**config.mk**
```make
export PLATFORM = sky130hd
export DESIGN_NAME = gmii_tx_framer
export DESIGN_NICKNAME = d
export VERILOG_FILES = /design/src/rtl/gmii_tx_framer.sv
export SDC_FILE = /design/constraint.sdc
export NUM_CORES = 1
export LEC_CHECK = 0
export ABC_AREA = 1
export CORE_MARGIN = 4
export CORE_UTILIZATION = 25
export DETAILED_ROUTE_END_ITERATION = 16
export GPL_ROUTABILITY_DRIVEN = 0
export GPL_TIMING_DRIVEN = 1
export SLEW_MARGIN = 25
export SYNTH_ARGS = -nofsm -noshare
export SYNTH_HDL_FRONTEND = slang
export SYNTH_SLANG_ARGS = --single-unit
```
**constraint.sdc**
```tcl
create_clock -name tx_clk -period 1.7 [get_ports tx_clk]
set_input_delay 0.34 -clock tx_clk [delete_from_list [all_inputs] [get_ports tx_clk]]
set_output_delay 0.34 -clock tx_clk [all_outputs]
set_load 0.02 [all_outputs]
```
**src/rtl/gmii_tx_framer.sv**
```systemverilog
// GMII transmit framer: preamble/SFD insertion, zero padding to MIN_FRAME and IFG enforcement.
// Build option TSMAC_TX_FCS_EN appends the CRC-32 FCS after the payload/padding.
module gmii_tx_framer #(
    parameter int PREAMBLE_LEN = 7,
    parameter int MIN_FRAME    = 60,
    parameter int IFG_BYTES    = 12
) (
    input  logic       tx_clk,
    input  logic       rst,
    input  logic       s_valid,
    input  logic [7:0] s_data,
    input  logic       s_last,
    input  logic       s_err,
    output logic       s_ready,
    output logic       tx_en_gm,
    output logic       tx_er_gm,
    output logic [7:0] txd_gm,
    output logic       busy,
    output logic [2:0] state_dbg
);

    // s_valid/s_ready: a byte transfers at every rising edge where both are 1. Once s_ready
    // rises in SFD the source must hold s_valid high up to s_last; a low s_valid is an underrun.

    typedef enum logic [2:0] {IDLE, PRE, SFD, DATA, PAD, FCS, IFG, DROP} state_t;

`ifdef TSMAC_TX_FCS_EN
    localparam state_t TAIL = FCS;
`else
    localparam state_t TAIL = IFG;
`endif

    localparam logic [7:0]  PRE_LAST = 8'(PREAMBLE_LEN);
    localparam logic [7:0]  IFG_LAST = 8'(IFG_BYTES - 1);
    localparam logic [10:0] MIN_CNT  = 11'(MIN_FRAME);

    state_t      state;
    logic [7:0]  pre_cnt;
    logic [7:0]  ifg_cnt;
    logic [10:0] byte_cnt;
    logic [10:0] byte_inc;

    assign byte_inc  = (byte_cnt == 11'h7FF) ? byte_cnt : byte_cnt + 11'd1;
    assign state_dbg = state;

`ifdef TSMAC_TX_FCS_EN
    logic [31:0] crc;
    logic [1:0]  fcs_cnt;

    function automatic logic [31:0] crc_next(input logic [31:0] c, input logic [7:0] d);
        logic [31:0] r;
        r = c ^ {24'h0, d};
        for (int i = 0; i < 8; i++) begin
            r = r[0] ? ((r >> 1) ^ 32'hEDB88320) : (r >> 1);
        end
        return r;
    endfunction

    // Tracks exactly the bytes the FSM emits after the SFD; an underrun byte counts as 0x00.
    always_ff @(posedge tx_clk or posedge rst) begin
        if (rst) begin
            crc <= '0;
        end else if (state == PRE && pre_cnt == PRE_LAST) begin
            crc <= '1;
        end else if (state == SFD || state == DATA) begin
            crc <= crc_next(crc, s_valid ? s_data : 8'h00);
        end else if (state == PAD) begin
            crc <= crc_next(crc, 8'h00);
        end
    end
`endif

    always_ff @(posedge tx_clk or posedge rst) begin
        if (rst) begin
            state    <= IDLE;
            s_ready  <= 1'b0;
            tx_en_gm <= 1'b0;
            tx_er_gm <= 1'b0;
            txd_gm   <= 8'h00;
            busy     <= 1'b0;
            pre_cnt  <= 8'd0;
            ifg_cnt  <= 8'd0;
            byte_cnt <= 11'd0;
`ifdef TSMAC_TX_FCS_EN
            fcs_cnt  <= 2'd0;
`endif
        end else begin
            // Outputs are rebuilt every cycle; each state sets only what it drives.
            tx_en_gm <= 1'b0;
            tx_er_gm <= 1'b0;
            txd_gm   <= 8'h00;
            ifg_cnt  <= 8'd0;
            case (state)
                IDLE: begin
                    if (s_valid) begin
                        state    <= PRE;
                        busy     <= 1'b1;
                        tx_en_gm <= 1'b1;
                        txd_gm   <= 8'h55;
                        pre_cnt  <= 8'd1;
                    end
                end
                PRE: begin
                    tx_en_gm <= 1'b1;
                    if (pre_cnt == PRE_LAST) begin
                        state    <= SFD;
                        txd_gm   <= 8'hD5;
                        s_ready  <= 1'b1;
                        byte_cnt <= 11'd0;
                    end else begin
                        pre_cnt <= pre_cnt + 8'd1;
                        txd_gm  <= 8'h55;
                    end
                end
                SFD, DATA: begin
                    tx_en_gm <= 1'b1;
                    byte_cnt <= byte_inc;
                    if (s_valid) begin
                        txd_gm   <= s_data;
                        tx_er_gm <= s_err;
                        if (s_last) begin
                            s_ready <= 1'b0;
                            state   <= (byte_inc < MIN_CNT) ? PAD : TAIL;
                        end else begin
                            state <= DATA;
                        end
                    end else begin
                        tx_er_gm <= 1'b1;
                        if (s_last) begin
                            s_ready <= 1'b0;
                            state   <= IFG;
                        end else begin
                            state <= DROP;
                        end
                    end
                end
                PAD: begin
                    tx_en_gm <= 1'b1;
                    byte_cnt <= byte_inc;
                    if (byte_inc >= MIN_CNT) begin
                        state <= TAIL;
                    end
                end
`ifdef TSMAC_TX_FCS_EN
                FCS: begin
                    tx_en_gm <= 1'b1;
                    fcs_cnt  <= fcs_cnt + 2'd1;
                    case (fcs_cnt)
                        2'd0:    txd_gm <= ~crc[7:0];
                        2'd1:    txd_gm <= ~crc[15:8];
                        2'd2:    txd_gm <= ~crc[23:16];
                        default: txd_gm <= ~crc[31:24];
                    endcase
                    if (fcs_cnt == 2'd3) begin
                        state <= IFG;
                    end
                end
`endif
                IFG: begin
                    if (ifg_cnt == IFG_LAST) begin
                        state <= IDLE;
                        busy  <= 1'b0;
                    end else begin
                        ifg_cnt <= ifg_cnt + 8'd1;
                    end
                end
                DROP: begin
                    if (s_valid && s_last) begin
                        s_ready <= 1'b0;
                        state   <= IFG;
                    end
                end
                default: state <= IDLE;
            endcase
        end
    end

endmodule

```
Word level (Yosys, flattened, before mapping):

Index checks and enable logic that the tools add are counted.

* register bits: 42
* input port bits: 13
* output and inout bits: 15
* logic and storage cells: 77

* $add $sub $neg: 3
* magnitude comparators: 2
* equal/unequal tests: 16
* multiplexer cells: 33
* reductions and logical operators: 14

Operators with widths (count)
* 8-bit two-way mux: 6
* 8-bit one-hot mux with 3 select lines: 1
* 11-bit two-way mux: 2
* 11-bit one-hot mux with 2 select lines: 1
* 3-bit two-way mux: 7
* 3-bit one-hot mux with 6 select lines: 1
* 8-bit by 1-bit adder with 8-bit output, second input constant: 2
* 8-bit one-hot mux with 2 select lines: 1
* 2-bit inequality test, second input constant: 7
* 11-bit by 1-bit adder with 11-bit output, second input constant: 1
* 11-bit == test, second input constant: 1
* 11-bit by 6-bit greater-or-equal comparator with 1-bit output, second input constant: 1
* 11-bit by 6-bit < comparator with 1-bit output, second input constant: 1
* 3-bit == test, second input constant: 3
* 1-bit two-way mux: 9
* 8-bit by 3-bit == test with 1-bit output, second input constant: 1
* 8-bit by 4-bit == test with 1-bit output, second input constant: 1
* 7-bit two-way mux: 1
* 3-bit by 2-bit == test with 1-bit output, second input constant: 2
* 3-bit AND reduction: 2
* 2-bit nonzero test: 3
* 5-bit AND reduction: 1
* 1-bit one-hot mux with 2 select lines: 2
* 4-bit AND reduction: 1
* other kinds (10): 10

Depth between registers and ports, before layout:

* depth in word-level cells: 7
* gate-level depth with buffers: 13
* depth with buffers taken out: 13

Worst setup path after synthesis:

No wires, ideal clock.

* path type: register to register
* from: register byte_cnt[0]
* to: register state[1], in the netlist state_dbg[1]
* setup time: 117 ps
* arrival time: 1507 ps
* required time: 1583 ps
* path slack: 77 ps
* stages on the path, launching flop included: 13
* path buffers: 0
* period minus slack after synthesis: 1623 ps
* path through: dfrtp_1 ha_1 nand2_2 nor2_2 nand3_4 clkinv_2 o21bai_2 nand3_2 nand3_2 nand2_2 inv_2 nand2_1 nand2_1

* word-level cells in the longest chain between the ends: 7
* elaborated cells on any way between the ends: 11
* classes of those cells: add/sub: 1; order compare: 2; eq/ne: 2; mux: 5; reduce/logical: 1

Ends and longest elaborated chain
* start, declared: RTL line 40 `logic [10:0] byte_cnt;`
* start signal, assigned: RTL line 117 `byte_cnt <= byte_inc;`
* start signal, assigned: RTL line 139 `byte_cnt <= byte_inc;`
* 11-bit by 1-bit adder with 11-bit output or 11-bit == test (tied branches): RTL line 43 `assign byte_inc = (byte_cnt == 11'h7FF) ? byte_cnt : byte_cnt + 11'd1;`
* 11-bit two-way mux *: RTL line 43
* 11-bit by 6-bit < comparator with 1-bit output: RTL line 123 `state <= (byte_inc < MIN_CNT) ? PAD : TAIL;`
* 2-bit two-way mux: RTL line 123
* 3-bit two-way mux: RTL line 121 `if (s_last) begin`
* 3-bit two-way mux: RTL line 118 `if (s_valid) begin`
* 3-bit one-hot mux with 6 select lines: RTL line 93 `case (state)`
* end signal, assigned: RTL line 123
* end, declared: RTL line 37 `state_t state;`

Every way passes the cells marked *; elsewhere a longest branch is shown, timed or not.
A chain may end at the register's enable or synchronous reset.

Final worst setup path:

* from: register s_ready
* to: output port s_ready

RTL lines
* start, declared: RTL line 14 `output logic s_ready,`
* start signal, assigned: RTL line 76 `s_ready <= 1'b0;`
* start signal, assigned: RTL line 108 `s_ready <= 1'b1;`
* start signal, assigned: RTL line 122 `s_ready <= 1'b0;`

No word-level cell between the ends.

==> flow_summary.html <==
<table>
<tr><th>Metric</th><th>Value</th></tr>
<tr><th colspan="2">Outcome</th></tr>
<tr><td>Run status</td><td>completed</td></tr>
<tr><th colspan="2">Timing</th></tr>
<tr><td>Period minus WS final</td><td>about 1.6 ns</td></tr>
<tr><td>Post-route worst hold slack</td><td>0.416 ns</td></tr>
<tr><td>Number of pins with negative max-slew slack in the final report</td><td>0</td></tr>
<tr><td>Slew at the pin closest to its max-slew limit</td><td>0.360 ns</td></tr>
<tr><td>Highest clock frequency the design can meet</td><td>approximately 600 MHz</td></tr>
<tr><td>Setup repair after global routing missed its margin</td><td>true</td></tr>
<tr><td>Final worst clock skew</td><td>between 0.009 and 0.01 ns</td></tr>
<tr><td>Final period utilization</td><td>between 90 and 100%</td></tr>
<tr><td>Final setup vio count</td><td>0</td></tr>
<tr><td>Setup TNS after final layout</td><td>0 ns</td></tr>
<tr><td>Number of endpoints with negative hold slack in the final report</td><td>0</td></tr>
<tr><td>Headroom to the max-slew limit</td><td>approximately 76%</td></tr>
<tr><th colspan="2">Global route</th></tr>
<tr><td>Met1 GRT Util</td><td>12.5%</td></tr>
<tr><td>Most congested layer reported by global routing</td><td>met2</td></tr>
<tr><td>Fraction of met2 tracks used by global routing</td><td>17.6%</td></tr>
<tr><td>Total track usage</td><td>10.4%</td></tr>
<tr><td>Initial antenna violation count</td><td>0</td></tr>
<tr><td>Global routing met3 resource utilization</td><td>under 10%</td></tr>
<tr><td>Vias in the first global route</td><td>roughly 2000</td></tr>
<tr><td>Maximum number of pins on one net before global-route repair</td><td>43</td></tr>
<tr><td>First-pass GRT wire length</td><td>between 8 and 9 mm</td></tr>
<tr><td>Global route total overflow</td><td>0</td></tr>
<tr><th colspan="2">Yosys</th></tr>
<tr><td>Post-Synthesis Cells</td><td>280</td></tr>
<tr><td>Most frequent cells after synthesis</td><td>sky130_fd_sc_hd__nand2_1, sky130_fd_sc_hd__dfrtp_1, sky130_fd_sc_hd__inv_1</td></tr>
<tr><td>Number of distinct library cells after synthesis</td><td>31</td></tr>
<tr><td>Number of enable-type register cells in the synthesized netlist</td><td>0</td></tr>
<tr><td>Most area-consuming cells after synthesis</td><td>sky130_fd_sc_hd__dfrtp_1, sky130_fd_sc_hd__nand2_1, sky130_fd_sc_hd__inv_1</td></tr>
<tr><td>Sequential area share after synthesis</td><td>around 48%</td></tr>
<tr><td>FF+latch count, synth</td><td>42</td></tr>
<tr><td>Proportion of register bits with asynchronous set or reset after synthesis</td><td>100%</td></tr>
<tr><td>YS warnings</td><td>0</td></tr>
<tr><td>Netlist Area Pre-Place</td><td>about 2200 um^2</td></tr>
<tr><td>Most instantiated flip-flop cell in the synthesis netlist</td><td>sky130_fd_sc_hd__dfrtp_1</td></tr>
<tr><td>Post-synth top area share</td><td>47.9%</td></tr>
<tr><td>Synthesized area per cell</td><td>between 7 and 8 um^2</td></tr>
<tr><td>Count leader, synth</td><td>sky130_fd_sc_hd__nand2_1</td></tr>
<tr><td>Top cell type by total area after synthesis</td><td>sky130_fd_sc_hd__dfrtp_1</td></tr>
<tr><td>Post-synthesis net count</td><td>between 200 and 300</td></tr>
<tr><th colspan="2">Clocking</th></tr>
<tr><td>Root buf cell</td><td>sky130_fd_sc_hd__clkbuf_8</td></tr>
<tr><td>Clock latency of the later-clocked register in the worst-skew pair</td><td>approximately 0.30 ns</td></tr>
<tr><td>Total clock buffers created by CTS</td><td>5</td></tr>
<tr><td>Number of hold buffers added after CTS</td><td>0</td></tr>
<tr><td>Worst-path clk slew</td><td>around 0.090 ns</td></tr>
<tr><td>Clock tree from TritonCTS</td><td>done</td></tr>
<tr><td>Clock Tree Buf Depth</td><td>2</td></tr>
<tr><td>Number of sinks on the clock net</td><td>42</td></tr>
<tr><td>Htree depth</td><td>2</td></tr>
<tr><th colspan="2">Floorplanning</th></tr>
<tr><td>Die width</td><td>around 100 um</td></tr>
<tr><td>Floorplan die area</td><td>10300 um^2</td></tr>
<tr><td>I/O pin cnt</td><td>28</td></tr>
<tr><td>Core Box Area</td><td>8380 um^2</td></tr>
<tr><td>Vert. Die Dim</td><td>102 um</td></tr>
<tr><td>Initial core utilization</td><td>between 20% and 30%</td></tr>
<tr><td>Row count</td><td>33</td></tr>
<tr><th colspan="2">Cells and area</th></tr>
<tr><td>Total number of nets in the final design</td><td>351</td></tr>
<tr><td>Non-filler instance count after layout</td><td>441</td></tr>
<tr><td>Layout Area Growth over Synthesis</td><td>35.5%</td></tr>
<tr><td>N_diodes</td><td>0</td></tr>
<tr><td>Share of post-route cells with drive strength above 1</td><td>roughly a fifth</td></tr>
<tr><td>Filler cell count</td><td>between 800 and 900</td></tr>
<tr><th colspan="2">Pwr</th></tr>
<tr><td>Peak ir drop on the vdd network</td><td>between 0.0002 and 0.0003 V</td></tr>
<tr><td>Static Leak</td><td>between 1 and 1.5 nW</td></tr>
<tr><td>Pwr Total</td><td>around 1.9 mW</td></tr>
<tr><td>Power density cells</td><td>630 nW/um^2</td></tr>
<tr><th colspan="2">Worst setup path</th></tr>
<tr><td>Cell family with most CP delay</td><td>buffers and inverters</td></tr>
<tr><td>Startpoint of the most critical setup path</td><td>s_ready</td></tr>
<tr><td>Startpoint of the worst-slack reg-to-reg timing path</td><td>byte_cnt[1]</td></tr>
<tr><td>Cell with the largest stage delay on the worst path</td><td>sky130_fd_sc_hd__clkdlybuf4s50_1</td></tr>
<tr><td>Startpoint-to-endpoint class of the critical path</td><td>reg2out</td></tr>
<tr><td>Required @ worst endpoint</td><td>about 1.4 ns</td></tr>
<tr><td>Critical register-to-register path endpoint</td><td>state_dbg[1]</td></tr>
<tr><td>Critical path startpoint category</td><td>register</td></tr>
<tr><td>Worst path cell trace</td><td>clkdlybuf4s50_1</td></tr>
<tr><td>Sort of element at the end of the critical path</td><td>output port</td></tr>
<tr><td>Cell count of the worst reg-to-reg path</td><td>12</td></tr>
<tr><td>Internal reg-to-reg setup slack</td><td>approximately 0.07 ns</td></tr>
<tr><td>Maximum fanout along the worst path</td><td>2</td></tr>
<tr><td>Delay contributed by the slowest stage of the critical path</td><td>roughly 0.64 ns</td></tr>
<tr><td>Critical path arrival</td><td>~1.3 ns</td></tr>
<tr><td>Combined buffer and inverter count along the critical path</td><td>1</td></tr>
<tr><th colspan="2">Hold path</th></tr>
<tr><td>Class of the worst hold path</td><td>in2async</td></tr>
<tr><th colspan="2">Detailed routing</th></tr>
<tr><td>Detailed router's first-iteration violation count</td><td>between 100 and 150</td></tr>
<tr><td>Pre-antenna DRT Iters</td><td>5</td></tr>
<tr><td>Count of nets left with antenna violations after detail routing</td><td>0</td></tr>
<tr><td>DRC viols</td><td>0</td></tr>
<tr><td>Routed WL</td><td>roughly 5 mm</td></tr>
<tr><td>Via count of the routed design</td><td>between 1500 and 2000</td></tr>
<tr><td>DR vias/cell</td><td>4.48</td></tr>
<tr><td>Final routed wire length divided by cell count</td><td>roughly 11 um</td></tr>
<tr><th colspan="2">Place</th></tr>
<tr><td>Port Buffers</td><td>27</td></tr>
<tr><td>Number of placed instances with taps included</td><td>about 430</td></tr>
<tr><td>Sum of net half-perimeters after detailed placement</td><td>~3.6 mm</td></tr>
<tr><th colspan="2">Run</th></tr>
<tr><td>Max-capacitance violation count</td><td>0</td></tr>
</table>
## worst max path at each step
stage                               to  slack (ns)  cells after the start
after floorplan           state_dbg[1]        0.08                     12
after global placement    state_dbg[2]       -0.09                     10
after detailed placement  state_dbg[2]       -0.08                     10
after CTS                 state_dbg[1]       0.005                     13
after global routing      state_dbg[2]       -0.05                     12
final                          s_ready        0.06                      1
## cell usage in the layout, fill, tap and decap left out, drive strengths merged
master / count
nand2: 63
nor2: 45
inv: 44
dfrtp: 42
clkdlybuf4s50: 24
buf: 22
o21ai: 21
nand3: 16
a21oi: 13
o22ai: 8
nor3: 6
clkbuf: 5
xor2: 3
nand4: 3
dlygate4sd2: 3
o21bai: 3
ha: 3
and3: 2
clkinvlp: 2
clkinv: 2
xnor2: 1
or2: 1
nor4: 1
a31o: 1
o32ai: 1
bufinv: 1
## cell type report
cell class | count | area [um^2] | share of cell area [%]
repair buffers | 49 | 448 | 15.1
well taps | 105 | 131 | 4.42
inverters | 46 | 174 | 5.85
multi-input cells | 191 | 1050 | 35.4
flip-flops and latches | 42 | 1050 | 35.4
clock buffers | 5 | 68.8 | 2.32
clock inverters | 3 | 45.0 | 1.52
## per-layer routing
| metal | share of wire [%] | vias to the layer above |
|---|---|---|
| met4 | 1.7 | 0 |
| li1 | - | 1009 |
| met5 | 0 | - |
| met1 | 45 | 909 |
| met2 | 46 | 50 |
| met3 | 7.0 | 9 |
## kinds of logic after synthesis
group / after synthesis / share of synthesized area (%)
XOR/XNOR: 4 / 1.60
adder cells (fa/ha/maj): 3 / 1.71
buffers and inverters: 47 / 8.10
AND/OR/NAND/NOR: 137 / 28.5
flip-flops: 42 / 47.9
AO/OA/AOI/OAI: 47 / 12.2
## repair_timing
item                       in CTS  in global routing
gates resized for setup         4                 25
buffers inserted                0                  2
pin swaps                       0                  5
setup endpoints to repair       4                 24
## sequential cells by signal, indices dropped and copies added (netlist names)
signal     count
txd_gm         8
byte_cnt      11
ifg_cnt        8
s_ready        1
tx_er_gm       1
busy           1
pre_cnt        8
state_dbg      3
tx_en_gm       1
## through the flow
stage               area [um^2]  utilization (%)  worst slack (ns)
floorplan                  2190                -            0.0766
global placement           2750             32.9           -0.0946
detailed placement         2750             32.9           -0.0839
CTS                        2870             34.2           0.00522
global route               2970             35.5           -0.0510
finish                     2970             35.5            0.0590
## power by group
group,leakage (nW),internal [mW],switching (mW)
sequential,0.525,0.998,0
clock,0.0504,0.437,0.373
combinational,0.785,0.0328,0.0320
No activity file was read; power rests on OpenSTA's default activity.
